[src/rtl/marquee_pkg.sv]
// marquee_pkg: shared definitions for the ASCII marquee.
//   state_t    : controller states (LOAD = accepting message bytes, SCROLL = stepping text)
//   SPACE_CHAR : blank glyph; decodes to all segments off
package marquee_pkg;

  typedef enum logic {
    LOAD   = 1'b0,
    SCROLL = 1'b1
  } state_t;

  localparam logic [7:0] SPACE_CHAR = 8'h20;

endpackage

[src/rtl/tick_prescaler.sv]
// tick_prescaler: free-running divider producing the scroll step strobe.
//   clk   : clock, rising edge
//   reset : synchronous active-high reset, counter -> 0
//   clr   : synchronous counter clear (restart of the step period)
//   hold  : freeze the counter; also masks step
//   step  : one-cycle pulse on the terminal count (TICK_DIV-1)
module tick_prescaler #(
  parameter int TICK_DIV = 25_000_000
) (
  input  logic clk,
  input  logic reset,
  input  logic clr,
  input  logic hold,
  output logic step
);

  localparam int CW = $clog2(TICK_DIV);

  logic [CW-1:0] cnt_q;

  assign step = !hold && (32'(cnt_q) == 32'(TICK_DIV - 1));

  always_ff @(posedge clk) begin
    if (reset || clr) begin
      cnt_q <= '0;
    end else if (!hold) begin
      cnt_q <= step ? '0 : cnt_q + CW'(1);
    end
  end

endmodule

[src/rtl/ascii_marquee.sv]
// ascii_marquee: buffers an ASCII message and scrolls it right-to-left
// across NUM_DIGITS seven-segment character slots.
//   clk, reset : clock and synchronous active-high reset
//   wr_en/wr_char/wr_ready : byte append interface (accepted when wr_en && wr_ready)
//   start      : begin scrolling (needs a non-empty message)
//   pause      : freeze scroll timing while high
//   clear      : empty the message and return to LOAD
//   char_out   : slot i at [8*(NUM_DIGITS-i)-1 -: 8], slot 0 leftmost
//   busy       : high while scrolling
//   wrap_pulse : one-cycle pulse after the read pointer wraps to 0
// Build option: MARQUEE_BLANK_PAD_EN appends NUM_DIGITS blanks to the
// scroll period so the text leaves the display before repeating.
module ascii_marquee
  import marquee_pkg::*;
#(
  parameter int MSG_DEPTH  = 32,
  parameter int NUM_DIGITS = 6,
  parameter int TICK_DIV   = 25_000_000
) (
  input  logic                    clk,
  input  logic                    reset,
  input  logic                    wr_en,
  input  logic [7:0]              wr_char,
  output logic                    wr_ready,
  input  logic                    start,
  input  logic                    pause,
  input  logic                    clear,
  output logic [8*NUM_DIGITS-1:0] char_out,
  output logic                    busy,
  output logic                    wrap_pulse
);

  localparam int LW = $clog2(MSG_DEPTH + 1);
  localparam int AW = (MSG_DEPTH > 1) ? $clog2(MSG_DEPTH) : 1;
`ifdef MARQUEE_BLANK_PAD_EN
  localparam int PMAX = MSG_DEPTH + NUM_DIGITS;
`else
  localparam int PMAX = MSG_DEPTH;
`endif
  localparam int PW = (PMAX > 1) ? $clog2(PMAX) : 1;

  state_t        state_q, state_d;
  logic [LW-1:0] len_q;
  logic [PW-1:0] rd_ptr_q;
  logic [7:0]    mem [MSG_DEPTH];
  logic [7:0]    slot_q [NUM_DIGITS];

  logic          do_start, do_write, do_step, do_shift;
  logic [7:0]    shift_char, next_char;
  logic [31:0]   last_idx;
  logic          at_last, step;

  assign wr_ready = (state_q == LOAD) && (32'(len_q) < 32'(MSG_DEPTH));
  assign busy     = (state_q == SCROLL);

  tick_prescaler #(.TICK_DIV(TICK_DIV)) u_tick (
    .clk   (clk),
    .reset (reset),
    .clr   (clear || do_start),
    .hold  (pause || (state_q != SCROLL)),
    .step  (step)
  );

  always_comb begin
    state_d    = state_q;
    do_start   = 1'b0;
    do_write   = 1'b0;
    do_step    = 1'b0;
    do_shift   = 1'b0;
    shift_char = SPACE_CHAR;
`ifdef MARQUEE_BLANK_PAD_EN
    last_idx   = 32'(len_q) + 32'(NUM_DIGITS) - 32'd1;
`else
    last_idx   = 32'(len_q) - 32'd1;
`endif
    at_last    = (32'(rd_ptr_q) == last_idx);
    // Positions past the stored message read as blanks (padding region).
    next_char  = (32'(rd_ptr_q) < 32'(len_q)) ? mem[rd_ptr_q[AW-1:0]] : SPACE_CHAR;

    if (clear) begin
      state_d = LOAD;
    end else if (start && (state_q == LOAD) && (len_q != '0)) begin
      state_d  = SCROLL;
      do_start = 1'b1;
    end else if (wr_en && wr_ready) begin
      do_write   = 1'b1;
      do_shift   = 1'b1;
      shift_char = wr_char;
    end else if (step && (state_q == SCROLL)) begin
      do_step    = 1'b1;
      do_shift   = 1'b1;
      shift_char = next_char;
    end
  end

  always_ff @(posedge clk) begin
    if (reset) begin
      state_q    <= LOAD;
      len_q      <= '0;
      rd_ptr_q   <= '0;
      wrap_pulse <= 1'b0;
      for (int unsigned i = 0; i < NUM_DIGITS; i++) slot_q[i] <= SPACE_CHAR;
    end else begin
      state_q    <= state_d;
      wrap_pulse <= do_step && at_last;
      if (clear || do_start) begin
        rd_ptr_q <= '0;
        for (int unsigned i = 0; i < NUM_DIGITS; i++) slot_q[i] <= SPACE_CHAR;
      end else if (do_shift) begin
        for (int unsigned i = 0; i + 1 < NUM_DIGITS; i++) slot_q[i] <= slot_q[i+1];
        slot_q[NUM_DIGITS-1] <= shift_char;
      end
      if (clear) begin
        len_q <= '0;
      end else if (do_write) begin
        len_q <= len_q + LW'(1);
      end
      if (do_step) begin
        rd_ptr_q <= at_last ? '0 : rd_ptr_q + PW'(1);
      end
    end
  end

  // Message storage carries no reset; len_q alone defines valid content.
  always_ff @(posedge clk) begin
    if (!reset && do_write) begin
      mem[len_q[AW-1:0]] <= wr_char;
    end
  end

  always_comb begin
    char_out = '0;
    for (int unsigned i = 0; i < NUM_DIGITS; i++) begin
      char_out[8*(NUM_DIGITS-i)-1 -: 8] = slot_q[i];
    end
  end

endmodule

[config.mk]
export PLATFORM = sky130hd
export DESIGN_NAME = ascii_marquee
export DESIGN_NICKNAME = d
export VERILOG_FILES = /design/src/rtl/marquee_pkg.sv /design/src/rtl/tick_prescaler.sv /design/src/rtl/ascii_marquee.sv
export SDC_FILE = /design/constraint.sdc
export NUM_CORES = 1
export LEC_CHECK = 0
export ABC_CLOCK_PERIOD_IN_PS = 5550
export BUFFER_PORTS_ARGS = -buffer_cell sky130_fd_sc_hd__buf_4
export CAP_MARGIN = 10
export CELL_PAD_IN_SITES_DETAIL_PLACEMENT = 0
export CELL_PAD_IN_SITES_GLOBAL_PLACEMENT = 2
export CORE_MARGIN = 2
export CORE_UTILIZATION = 49
export DETAILED_ROUTE_END_ITERATION = 8
export PLACE_DENSITY_LB_ADDON = 0.1
export SLEW_MARGIN = 5
export SYNTH_ARGS = -nofsm -noshare
export SYNTH_HDL_FRONTEND = slang
export SYNTH_SLANG_ARGS = --single-unit
[constraint.sdc]
create_clock -name clk -period 5.55 [get_ports clk]
set_input_delay 0.555 -clock clk [delete_from_list [all_inputs] [get_ports clk]]
set_output_delay 0.555 -clock clk [all_outputs]
set_load 0.01 [all_outputs]
Word-level counts from Yosys, hierarchy flattened --
Memory sizes are Yosys's and may differ from the RTL's. A register that Yosys moved wholly into a read port is not among the register bits. Cells that the tools add are included. Widths: inputs -> output; s select.
Operators by class: equal/unequal tests 2, reduce and logical (&&, ||, !) cells 16, order comparisons 2, bitwise operators 13, muxes and demuxes 46, $add $sub $neg 4
Operator list (count):
- $mux 8 | 17
- $eq 5x32->1 | 1
- $add 25x1->25 const B | 1
- $eq 25x25->1 const B | 1
- $mux 25 | 1
- $mux 5 | 5
- $mux 1 | 23
- $or 1x1->1 | 12
- $logic_and 1x1->1 | 8
- $sub 6x1->7 const B | 1
- $add 6x1->6 const B | 1
- $lt 5x6->1 | 1
- $lt 6x6->1 const B | 1
- $reduce_bool 6->1 | 1
- $add 5x1->5 const B | 1
- $logic_or 1x1->1 | 3
- $logic_not 1->1 | 2
- $reduce_bool 2->1 | 1
- $reduce_or 2->1 | 1
- $not 1->1 | 1
Storage, ports and cells: word-level logic and storage cells 90, output and inout port bits 51, bits in writable memories 304, register bits after elaboration 38, memories kept 2, bits of input ports 14
Memories:
- mem | depth 32, bits a word 8, read ports 1, clocked after Yosys merged registers in 1, write ports 1, line ascii_marquee.sv:45 | logic [7:0] mem [MSG_DEPTH];
- slot_q | depth 6, bits a word 8, read ports 6, clocked after Yosys merged registers in 0, write ports 6, line ascii_marquee.sv:46 | logic [7:0] slot_q [NUM_DIGITS];

Longest topological paths before layout --
Gate-level depths: netlist (run 1).
word-level depth 14, depth in mapped cells 9, mapped depth without buffers 8

Modules after synthesis --
A second synthesis (run 1) with hierarchy kept.
Second synthesis, totals: cell total of the unflattened synthesis 850, area, all modules 14204.9 µm²
By module, submodules not included:
- ascii_marquee | area each 12823.5 µm², instances 1, sequential area each 9489.1 µm², cells an instance 695
- tick_prescaler | area each 1381.3 µm², instances 1, sequential area each 500.5 µm², cells an instance 155

Least setup slack after synthesis (run 1) --
Ideal clock, no wire load.
kind reg-to-reg, start register len_q[0], end memory slot_q[0][0], enable pin, arrival time 2629 ps, buffers on the path 1, clock period less this slack 3164 ps, setup time 536 ps, slack 2386 ps, data required time 5014 ps, cell stages (with the launch flop) 9, cell sequence dfxtp_1 > inv_1 > ha_1 > or3b_4 > o31a_1 > a21o_1 > buf_2 > nand2b_4 > nand2b_1
RTL lines:
- start, declared | line ascii_marquee.sv:43 | logic [LW-1:0] len_q;
- start signal, assigned | line ascii_marquee.sv:116 | len_q <= len_q + LW'(1);
- end, declared | line ascii_marquee.sv:46

Worst setup path in the final report (run 1) --
start register len_q[0], end memory mem[16][3], enable pin
On the way: longest elaborated chain between the ends 9, elaborated cells on any way between the ends 11, classes of those cells 1 x order compare; 5 x mux; 5 x reduce/logical
RTL lines:
- $lt 6x6->1 | line ascii_marquee.sv:53 | assign wr_ready = (state_q == LOAD) && (32'(len_q) < 32'(MSG_DEPTH));
- $logic_and 1x1->1 | line ascii_marquee.sv:53
- $logic_and 1x1->1 | line ascii_marquee.sv:85 | end else if (wr_en && wr_ready) begin
- $mux 1 | line ascii_marquee.sv:85
- $mux 1 | line ascii_marquee.sv:82 | end else if (start && (state_q == LOAD) && (len_q != '0)) begin
- $mux 1 | line ascii_marquee.sv:80 | if (clear) begin
- $logic_and 1x1->1 | line ascii_marquee.sv:126 | if (!reset && do_write) begin
- $mux 1 | line ascii_marquee.sv:126
- $mux 1 (implied by the code) | line ascii_marquee.sv:127 | mem[len_q[AW-1:0]] <= wr_char;
- end, declared | line ascii_marquee.sv:45
Several ways; a longest one is shown, not always the timed one.

==> metrics.md, run 1 <==
| Metric | Value |
|---|---|
| Post_cts resized | 0 |
| Most frequent cell after synthesis | edfxtp_1 |
| Cell area after synthesis | 13,900 µm² |
| Achievable clock frequency | 269 MHz |
| Hold Crit Class | in -> reg |
| Routed WL per cell | 24.3 µm |
| Clock tree buffer depth | 3 |
| CP arrival | 3.86 ns |
| Critical path required time | 5.69 ns |
| Largest net degree at the start of global routing | 48 |
| EDFF count, synth | 304 |
| Setup crit start kind | flip-flop |
| Starting Density | 49.9% |
| Post-CTS setup buffer count | 0 |
| Number of remaining DRC errors | 0 |
| Core area | 27,900 µm² |
| VDD IR max | 0.230 mV |
| Hold buffer count at cts | 0 |
| Main synth FF type | edfxtp_1 |
| Share of cells above drive strength 1 | 18.6% |
| CTS buffer count | 36 |
| Clock Latency Late Sink | 0.53 ns |
| Synth Net Count | 884 |
| # fillers | 2,134 |
| Most instantiated cells after synthesis | edfxtp_1 (304), nor2_1 (80), mux4_2 (45), nand2_1 (45), dfxtp_1 (43) |
| Final #Nets | 953 |
| Largest area contributor in the netlist | edfxtp_1 |
| Detailed Place HPWL | 20,800 µm |
| Yosys Warn Count | 0 |
| DRT antenna net count | 0 |
| Pre-CTS setup slack | 1.09 ns |
| Crit path kind | reg -> reg |
| RSZ-0062 raised after global routing | false |
| Die W | 172 µm |
| Synth top area share | 65.7% |
| Root Buffer | clkbuf_16 |
| Reg2reg setup slack | 1.83 ns |
| Hold path startpoint | clear |
| Area Growth Syn to Fin | 14.4% |
| Crit path max-delay family | simple AND/OR/NAND/NOR gates |
| Worst setup margin | 1.83 ns |
| Static leakage | 5.14 nW |
| WL final | 32,400 µm |
| Slew @ Worst Pin | 1.13 ns |
| Max-slew violation count | 0 |
| CTS sink cnt | 347 |
| Setup crit end kind | flip-flop |
| Critical path fanouts, max | 8 |
| Syn Area/Cell | 16.2 µm² |
| CTS tree | done |
| GRT Util Overall | 22.3% |
| Vias after detailed routing | 7,704 |
| Final Hold Viols | 0 |
| Number of port buffers | 64 |
| Ant. Diodes | 0 |
| Grt total ovfl | 0 |
| I/O pins | 65 |
| PD cells | 338 nW/µm² |
| Final GP Congestion | 0.859 |
| 1st-iter DRT viols | 764 |
| Final Cycle Share | 67.0% |
| Final setup violation count | 0 |
| Min Clock Period, post-route | 3.72 ns |
| Overall die height | 172 µm |
| Setup TNS | 0 ns |
| FP Rows | 61 |
| CP startpoint | len_q[0]$_SDFFE_PP0P_ |
| CTS H-tree lvls | 2 |
| Number of global-route vias before repair | 7,471 |
| #FFs+latches synth | 347 |
| Synth top area cells | edfxtp_1 (66%), mux4_2 (7.3%), dfxtp_1 (6.2%), mux2i_1 (3.0%), nor2_1 (2.2%) |
| Post-synthesis async set-or-reset flop share | 0% |
| Die Area | 29,700 µm² |
| Skew final | 0.0180 ns |
| Crit-path slowest cell | nor2_1 |
| Max cap viols | 0 |
| Reg-to-Reg Start | len_q[0]$_SDFFE_PP0P_ |
| Drt pass-1 iters | 5 |
| Vias per inst | 5.78 |
| Max incr delay on CP | 0.67 ns |
| Status | complete, no violations |
| Seq/Total Area, Yosys | 71.9% |
| Crit path cell chain | inv_1, ha_1, or3b_4, o31a_1, nor3_1, buf_2, nand2_1, nor2_1 |
| First-pass GRT wire length | 47,600 µm |
| Buffers & Inverters on Critical Path | 2 |
| Clk pin slew, worst setup/hold paths | 0.06 ns |
| Initial antenna violation count | 0 |
| Hold_ws | 0.430 ns |
| Post-synthesis cell type count | 57 |
| Post-Synthesis Cells | 859 |
| Slew headroom | 24.3% |
[final timing paths]
kind / cells past startpoint / to
max reg2reg: 8 / mem[16][3]$_DFFE_PP_
min: 4 / len_q[0]$_SDFFE_PP0P_
min reg2reg: 2 / u_tick.cnt_q[1]$_SDFFE_PP0N_
max: 8 / mem[16][3]$_DFFE_PP_
[kinds of logic after synthesis]
family,count (synthesis),share of synthesized area [%]
xor+xnor,33,2.08
buf+inv,49,1.57
mux,87,10.3
simple gates,244,8.65
fa+ha+maj,11,0.991
flops,347,71.9
compound gates,88,4.47
[per-layer routing]
metal  wire [µm]  up-vias  global-route usage [%]
met5           0        -                       0
met4         837        0                    6.83
met3        2300       58                    4.28
met2       15400      302                    35.5
met1       13800     3882                    31.5
li1            -     3462                       -
[metrics by stage]
step	utilization (%)	instances	cell area, µm²	total power (W)
floorplan	-	859	13900	0.00296
global placement	52.8	1267	14700	0.00304
detailed placement	52.8	1267	14700	0.00304
CTS	57.0	1332	15900	0.00541
global route	57.0	1333	15900	0.00553
finish	57.0	1333	15900	0.00537
[power breakdown]
group | internal, W | switching [W]
clock | 0.00141 | 0.000976
combinational | 0.0000372 | 0.0000857
sequential | 0.00285 | 0.00000842
[worst reg2reg max path, cell delays in order, from the launching register on]
cell and delay (ns):
dfxtp_1 0.39, inv_1 0.13, ha_1 0.26, or3b_4 0.42, o31a_1 0.32, nor3_1 0.48
buf_2 0.29, nand2_1 0.39, nor2_1 0.67
[cell type report]
class / count / area (µm²) / area share [%]
Multi-Input combinational cell: 463 / 3680 / 23.2
Sequential cell: 347 / 9990 / 62.9
Inverter: 12 / 45.0 / 0.284
Timing Repair Buffer: 68 / 520 / 3.28
Clock inverter: 22 / 221 / 1.39
Clock buffer: 43 / 948 / 5.97
Tap cell: 378 / 473 / 2.98
[registers in the layout, indices dropped and copies added, names as in the netlist, named ones only]
| name | cells |
|---|---|
| busy | 1 |
| slot_q | 48 |
| len_q | 6 |
| u_tick.cnt_q | 25 |
| rd_ptr_q | 5 |
| mem | 256 |
| wrap_pulse | 1 |
[layout by cell type, fill, tap and decap left out, types with 5 or more instances in the layout]
master | Yosys | final
edfxtp_1 | 304 | 304
nor2_1 | 80 | 80
buf_4 | 2 | 66
nand2_1 | 45 | 45
mux4_2 | 45 | 45
mux2i_1 | 42 | 42
dfxtp_1 | 43 | 41
clkbuf_16 | 0 | 37
and2_1 | 36 | 36
nand3_1 | 27 | 27
xor2_1 | 19 | 19
a21oi_1 | 18 | 18
o221ai_1 | 15 | 15
xnor2_1 | 14 | 14
inv_1 | 11 | 11
ha_1 | 11 | 11
nand4_1 | 10 | 10
o21ai_0 | 9 | 9
nand2b_1 | 9 | 8
nor3_1 | 8 | 8
clkinv_1 | 1 | 7
o21ai_1 | 7 | 7
a221oi_1 | 6 | 6
o22ai_1 | 6 | 6
clkinv_2 | 0 | 6
clkbuf_1 | 11 | 6
nor4_1 | 5 | 5
nor2b_1 | 5 | 5
(Power assumes the default switching activity.)
==> run 2: changes to the inputs <==
- ABC_CLOCK_PERIOD_IN_PS: 5550 -> 3300
- CORE_UTILIZATION: 49 -> 41
- clock period: 5.55 -> 3.3 ns (I/O delays scaled with it)
==> run 2 against run 1 <==
  * Non-clock buffer count increased by 46
  * Global-route usage decreased by 3.5 points
  * Combinational power increased by 67%
  * Core utilization decreased by 8.4 points
  * Critical path depth increased by 1
  * Worst hold slack got worse by 0.24 ns
  * Maximum frequency increased by 23%
  * Cell count increased by 8.5%
  * Flip-flop and latch count unchanged
  * Critical path type unchanged
  * Routed wire length increased by 1.9%
==> metrics.md, run 2 (synthesis gave the netlist of run 1 again) <==
| Metric | Value |
|---|---|
| Hold buffer count at cts | 0 |
| Slew headroom | 51.6% |
| Dpl cells | 1,384 |
| GRT Util Overall | 18.8% |
| Combinational share of power | 2.3% |
| Static leakage | 5.36 nW |
| Largest net degree at the start of global routing | 41 |
| Area Growth Syn to Fin | 17.1% |
| Multi-input gate area | 3680 µm² |
| Final #Nets | 1,000 |
| P_sw | 0.00177 W |
| Max-slew violation count | 0 |
| Largest register FFs | 256 |
| Starting Density | 41.5% |
| Most frequent cells in the layout | edfxtp_1 (304), buf_4 (112), nor2_1 (80) |
| Ant. Diodes | 0 |
| Clock tree buffer depth | 3 |
| Initial antenna violation count | 0 |
| I/O pins | 65 |
| Vias after detailed routing | 7,741 |
| Setup TNS | 0 ns |
| Critical path fanouts, max | 11 |
| Crit path kind | reg -> reg |
| PD cells | 544 nW/µm² |
| Overall die height | 188 µm |
| VDD IR max | 0.323 mV |
| CTS tree | done |
| 1st-iter DRT viols | 661 |
| Min Clock Period, post-route | 3.02 ns |
| Clk pin slew, worst setup/hold paths | 0.07 ns |
| Detailed Place HPWL | 21,900 µm |
| Fin cells | 1,446 |
| Final Hold Viols | 0 |
| Commonest non-fill, non-tap cell in the layout | edfxtp_1 |
| WL final | 33,000 µm |
| Crit path cell chain | inv_1, ha_1, or3b_4, o31a_1, nor3_1, buf_4, nand2_1, nor2_1, buf_4 |
| Final GP Congestion | 0.855 |
| Routed WL per cell | 22.8 µm |
| Most used cell, CP | buf_4 |
| Root Buffer | clkbuf_16 |
| # fillers | 2,838 |
| Core area | 33,400 µm² |
| Post_cts resized | 0 |
| CP arrival | 3.24 ns |
| RSZ-0062 raised after global routing | false |
| Crit-path slowest cell | or3b_4 |
| Setup crit start kind | flip-flop |
| CTS H-tree lvls | 2 |
| CTS sink cnt | 347 |
| Register area | 9990 µm² |
| Drt pass-1 iters | 7 |
| Number of remaining DRC errors | 0 |
| Final setup violation count | 0 |
| Status | complete, no violations |
| Hold Crit Class | in -> reg |
| Max cap viols | 0 |
| DRT antenna net count | 0 |
| Switching Fraction | 20.0% |
| Clock Latency Late Sink | 0.53 ns |
| Skew final | 0.0208 ns |
| Sequential share of power | 54.4% |
| Die W | 188 µm |
| Number of port buffers | 64 |
| Setup crit end kind | flip-flop |
| Final Cycle Share | 91.4% |
| Internal power | 0.00707 W |
| Critical path required time | 3.53 ns |
| FP Rows | 67 |
| CTS buffer count | 37 |
| Max incr delay on CP | 0.41 ns |
| First-pass GRT wire length | 49,900 µm |
| Number of global-route vias before repair | 7,998 |
| Slew @ Worst Pin | 0.721 ns |
| Post-CTS setup buffer count | 0 |
| Grt total ovfl | 0 |
| Clock power frac | 43.3% |
| Share of cells above drive strength 1 | 21.8% |
| Die Area | 35,400 µm² |
| Achievable clock frequency | 332 MHz |
| Vias per inst | 5.35 |
-- run 2: cell count changes in the layout (fill, tap and decap cells not counted), moves of 2 or more --
cell,before,now
clkinvlp_4,3,0
buf_4,66,112
clkinv_1,7,9
bufinv_16,4,2
-- run 2: path summary, 6_finish.rpt --
kind	from	end	slack, ns	cells after the start
hold reg to reg	u_tick.cnt_q[1]$_SDFFE_PP0N_	u_tick.cnt_q[1]$_SDFFE_PP0N_	0.49	2
hold / removal	clear	len_q[0]$_SDFFE_PP0P_	0.19	4
setup reg to reg	len_q[0]$_SDFFE_PP0P_	mem[18][6]$_DFFE_PP_	0.28	9
setup / recovery	len_q[0]$_SDFFE_PP0P_	mem[18][6]$_DFFE_PP_	0.28	9
-- run 2: layer usage --
| metal | vias to the layer above | share of wire (%) | track usage, % |
|---|---|---|---|
| li1 | 3537 | - | - |
| met1 | 3952 | 44 | 26.2 |
| met2 | 207 | 49 | 31.1 |
| met3 | 45 | 5.7 | 3.13 |
| met4 | 0 | 1.8 | 4.45 |
| met5 | - | 0 | 0 |
-- run 2: stage by stage --
step	utilization (%)	worst slack [ns]	hold slack, ns	power [W]	instance area [µm²]
after floorplan	-	0.136	0.429	0.00497	13900
after global routing	48.6	0.112	0.209	0.00913	16300
after detailed placement	45.3	0.329	0.487	0.00512	15200
final	48.6	0.284	0.195	0.00884	16300
after global placement	45.3	0.363	0.463	0.00511	15200
after CTS	48.6	0.306	0.194	0.00895	16300
-- run 2: power groups by stage --
stage / sequential [W] / clock (W) / combinational (W)
CTS: 0.00481 / 0.00393 / 0.000212
detailed placement: 0.00491 / 0 / 0.000211
floorplan: 0.00492 / 0 / 0.0000537
global route: 0.00481 / 0.00410 / 0.000223
finish: 0.00481 / 0.00382 / 0.000205
global placement: 0.00490 / 0 / 0.000205
-- run 2: final cells by class --
class | count | area share (%)
Clock buffer | 44 | 5.86
Clock inverter | 18 | 0.870
Inverter | 12 | 0.277
Multi-Input combinational cell | 463 | 22.7
Sequential cell | 347 | 61.5
Tap cell | 448 | 3.45
Timing Repair Buffer | 114 | 5.42
-- run 2: worst max-delay path: cells and delay by family (launching register included) --
kind,cells,cell delay (ns)
buf+inv,3,0.53
simple gates,4,1.22
compound gates,1,0.32
flops,1,0.40
fa+ha+maj,1,0.25
==> run 3: changes to the inputs <==
- ABC_AREA: default -> 1
- CORE_UTILIZATION: 41 -> 37
- MAX_ROUTING_LAYER: default -> met4
==> run 3 against run 2 <==
  * Routed wire length rose by 15%
  * Critical path depth increased by 3
  * Highest routed layer unchanged
  * Via count up 26%
  * Clock power up 7.3%
  * Clock-buffer cell count increased by 7
  * Largest power group unchanged
  * Synthesized area increased by 5.5%
  * Largest cell class unchanged
  * Die area grew 17%
  * Synthesized cell count up 61%
  * Combinational power up 30%
  * Cell count increased by 39%
  * Maximum frequency rose by 3.8%
  * Critical endpoint is now mem[28][5]$_DFFE_PP_
  * Flip-flop and latch count unchanged
==> metrics.md, run 3 <==
| Metric | Value |
|---|---|
| Share of cells above drive strength 1 | 11.9% |
| Routed WL per cell | 18.9 µm |
| Max incr delay on CP | 0.58 ns |
| 1st-iter DRT viols | 728 |
| Vias after detailed routing | 9,729 |
| Final setup violation count | 0 |
| # fillers | 3,726 |
| Multiplexer share of the synthesized area | 0% |
| CP arrival | 3.06 ns |
| Core area | 38,800 µm² |
| Final GP Congestion | 0.806 |
| Vias per inst | 4.85 |
| Root Buffer | clkbuf_16 |
| DRT antenna net count | 0 |
| Adder-cell area share of the yosys netlist | 0.939% |
| Crit path cell chain | inv_1, ha_1, nand2_2, nor2_2, inv_2, nand3_2, nand2_4, nor2_8, inv_4, nor2_8, nand2_4, nor2_1 |
| Crit path kind | reg -> reg |
| Critical path fanouts, max | 10 |
| Largest register FFs | 256 |
| Commonest non-fill, non-tap cell in the layout | nand2_1 |
| Simple-gate share of the synthesized area | 24.0% |
| Synth top area share | 62.3% |
| Fin cells | 2,006 |
| Fraction of the mapped netlist area in compound gates | 1.49% |
| Detailed Place HPWL | 23,900 µm |
| CTS buffer count | 39 |
| CTS sink cnt | 347 |
| EDFF count, synth | 304 |
| Max-slew violation count | 0 |
| Final #Nets | 1,484 |
| Largest area contributor in the netlist | edfxtp_1 |
| Grt total ovfl | 0 |
| Initial antenna violation count | 0 |
| Most frequent cell after synthesis | nand2_1 |
| Largest family of logic cells by synthesized area | simple AND/OR/NAND/NOR gates |
| Internal power | 0.00731 W |
| Setup crit start kind | flip-flop |
| Largest net degree at the start of global routing | 109 |
| Combinational share of power | 2.9% |
| FF-to-FF path depth | 12 |
| First-pass GRT wire length | 58,300 µm |
| Syn Area/Cell | 10.6 µm² |
| Number of global-route vias before repair | 9,748 |
| Number of port buffers | 64 |
| Most instantiated cells after synthesis | nand2_1 (374), edfxtp_1 (304), nand3_1 (245) |
| P_sw | 0.00189 W |
| Overall die height | 203 µm |
| Synth top area cells | edfxtp_1 (62%), nand2_1 (9.6%), nand3_1 (8.4%), dfxtp_1 (5.9%), nor2_1 (3.6%) |
| Fin util | 43.8% |
| Drt pass-1 iters | 5 |
| Die Area | 41,200 µm² |
| WL final | 37,800 µm |
| Crit path max-delay family | simple AND/OR/NAND/NOR gates |
| Ant. Diodes | 0 |
| Hold buffer count at cts | 0 |
| Post-Synthesis Cells | 1,380 |
| Dpl cells | 1,936 |
| Clock Latency Late Sink | 0.53 ns |
| Die W | 203 µm |
| Slew @ Worst Pin | 0.685 ns |
| VDD IR max | 0.286 mV |
| #FFs+latches synth | 347 |
| Hold_ws | 0.0795 ns |
| Clock tree buffer depth | 3 |
| Clock power frac | 44.6% |
| RSZ-0062 raised after global routing | false |
| Crit-path slowest cell | nor2_1 |
| Buffers & Inverters on Critical Path | 3 |
| Switching Fraction | 20.5% |
| Status | complete, no violations |
| Post_cts resized | 0 |
| Main synth FF type | edfxtp_1 |
| Starting Density | 37.7% |
| Min Clock Period, post-route | 2.90 ns |
| FP Rows | 72 |
| GRT Util Overall | 19.4% |
| PD cells | 541 nW/µm² |
| Critical path required time | 3.45 ns |
| Cell area after synthesis | 14,700 µm² |
| Area Growth Syn to Fin | 16.1% |
| Skew final | 0.0206 ns |
| Final Hold Viols | 0 |
| CTS H-tree lvls | 2 |
| CTS tree | done |
| Hold depth | 2 |
| Post-CTS setup buffer count | 0 |
| XOR/XNOR Fraction of Synth Area | 1.08% |
| Clk pin slew, worst setup/hold paths | 0.06 ns |
| I/O pins | 65 |
| Hold Crit Class | in -> reg |
| Post-synthesis cell type count | 36 |
| Setup TNS | 0 ns |
| Post-synthesis async set-or-reset flop share | 0% |
| Achievable clock frequency | 344 MHz |
| Static leakage | 6.30 nW |
| Yosys Warn Count | 0 |
| Seq/Total Area, Yosys | 68.2% |
| Setup crit end kind | flip-flop |
| Synth Net Count | 1,405 |
| Most frequent cells in the layout | nand2_1 (373), edfxtp_1 (304), nand3_1 (245) |
| Max cap viols | 0 |
| Number of remaining DRC errors | 0 |
| Sequential share of power | 52.5% |
| Critical path depth | 12 |
| Slew headroom | 54.1% |
| Final Cycle Share | 88.0% |
-- run 3: changes by cell type after synthesis, moves of 9 or more --
cell / before / now
buf_2: 12 / 24
xnor2_1: 14 / 4
nand2_1: 45 / 374
inv_1: 11 / 92
mux2i_1: 42 / 0
nor2_1: 80 / 140
and2_1: 36 / 1
nand3_1: 27 / 245
nand2b_1: 9 / 0
o221ai_1: 15 / 0
mux4_2: 45 / 0
clkbuf_1: 11 / 21
-- run 3: kinds of logic (layout without fill, tap and decap cells) --
kind of cell / Yosys count / in the layout
flops: 347 / 347
fa+ha+maj: 11 / 11
compound gates: 42 / 42
simple gates: 804 / 804
xor+xnor: 18 / 18
buf+inv: 158 / 266
-- run 3: per-stage QoR --
stage	setup WS (ns)	cell area, µm²	total power [W]
global route	0.125	17000	0.00952
floorplan	0.496	14700	0.00502
CTS	0.378	17000	0.00932
detailed placement	0.380	15800	0.00520
finish	0.395	17000	0.00920
global placement	0.557	15800	0.00520
-- run 3: per-layer routing --
metal | vias to the layer above | routed length [µm] | GRT usage, %
met5 | - | 0 | -
met4 | 0 | 838 | 5.47
met1 | 4645 | 17600 | 26.3
met3 | 58 | 1650 | 2.81
li1 | 4828 | - | -
met2 | 198 | 17700 | 30.7
-- run 3: final timing paths --
path	startpoint	end	slack, ns
hold reg to reg	u_tick.cnt_q[21]$_SDFFE_PP0N_	u_tick.cnt_q[21]$_SDFFE_PP0N_	0.45
setup / recovery	len_q[0]$_SDFFE_PP0P_	mem[28][5]$_DFFE_PP_	0.40
hold / removal	reset	rd_ptr_q[3]$_SDFFE_PP0N_	0.08
setup reg to reg	len_q[0]$_SDFFE_PP0P_	mem[28][5]$_DFFE_PP_	0.40
-- run 3: final cells by class --
| cell class | instances | area, µm² | area share [%] |
|---|---|---|---|
| sequential | 347 | 9990 | 58.7 |
| multi-input combinational | 875 | 4030 | 23.7 |
| clock buffer | 51 | 1060 | 6.25 |
| timing repair buffer | 97 | 766 | 4.50 |
| tap | 518 | 648 | 3.81 |
| inverter | 99 | 377 | 2.21 |
| clock inverter | 19 | 138 | 0.809 |
-- run 3: power by group through the flow --
stage | clock network, W | logic [W] | registers, W
global placement | 0 | 0.000275 | 0.00492
finish | 0.00410 | 0.000266 | 0.00483
CTS | 0.00422 | 0.000276 | 0.00483
detailed placement | 0 | 0.000275 | 0.00492
floorplan | 0 | 0.0000838 | 0.00494
global route | 0.00440 | 0.000294 | 0.00483
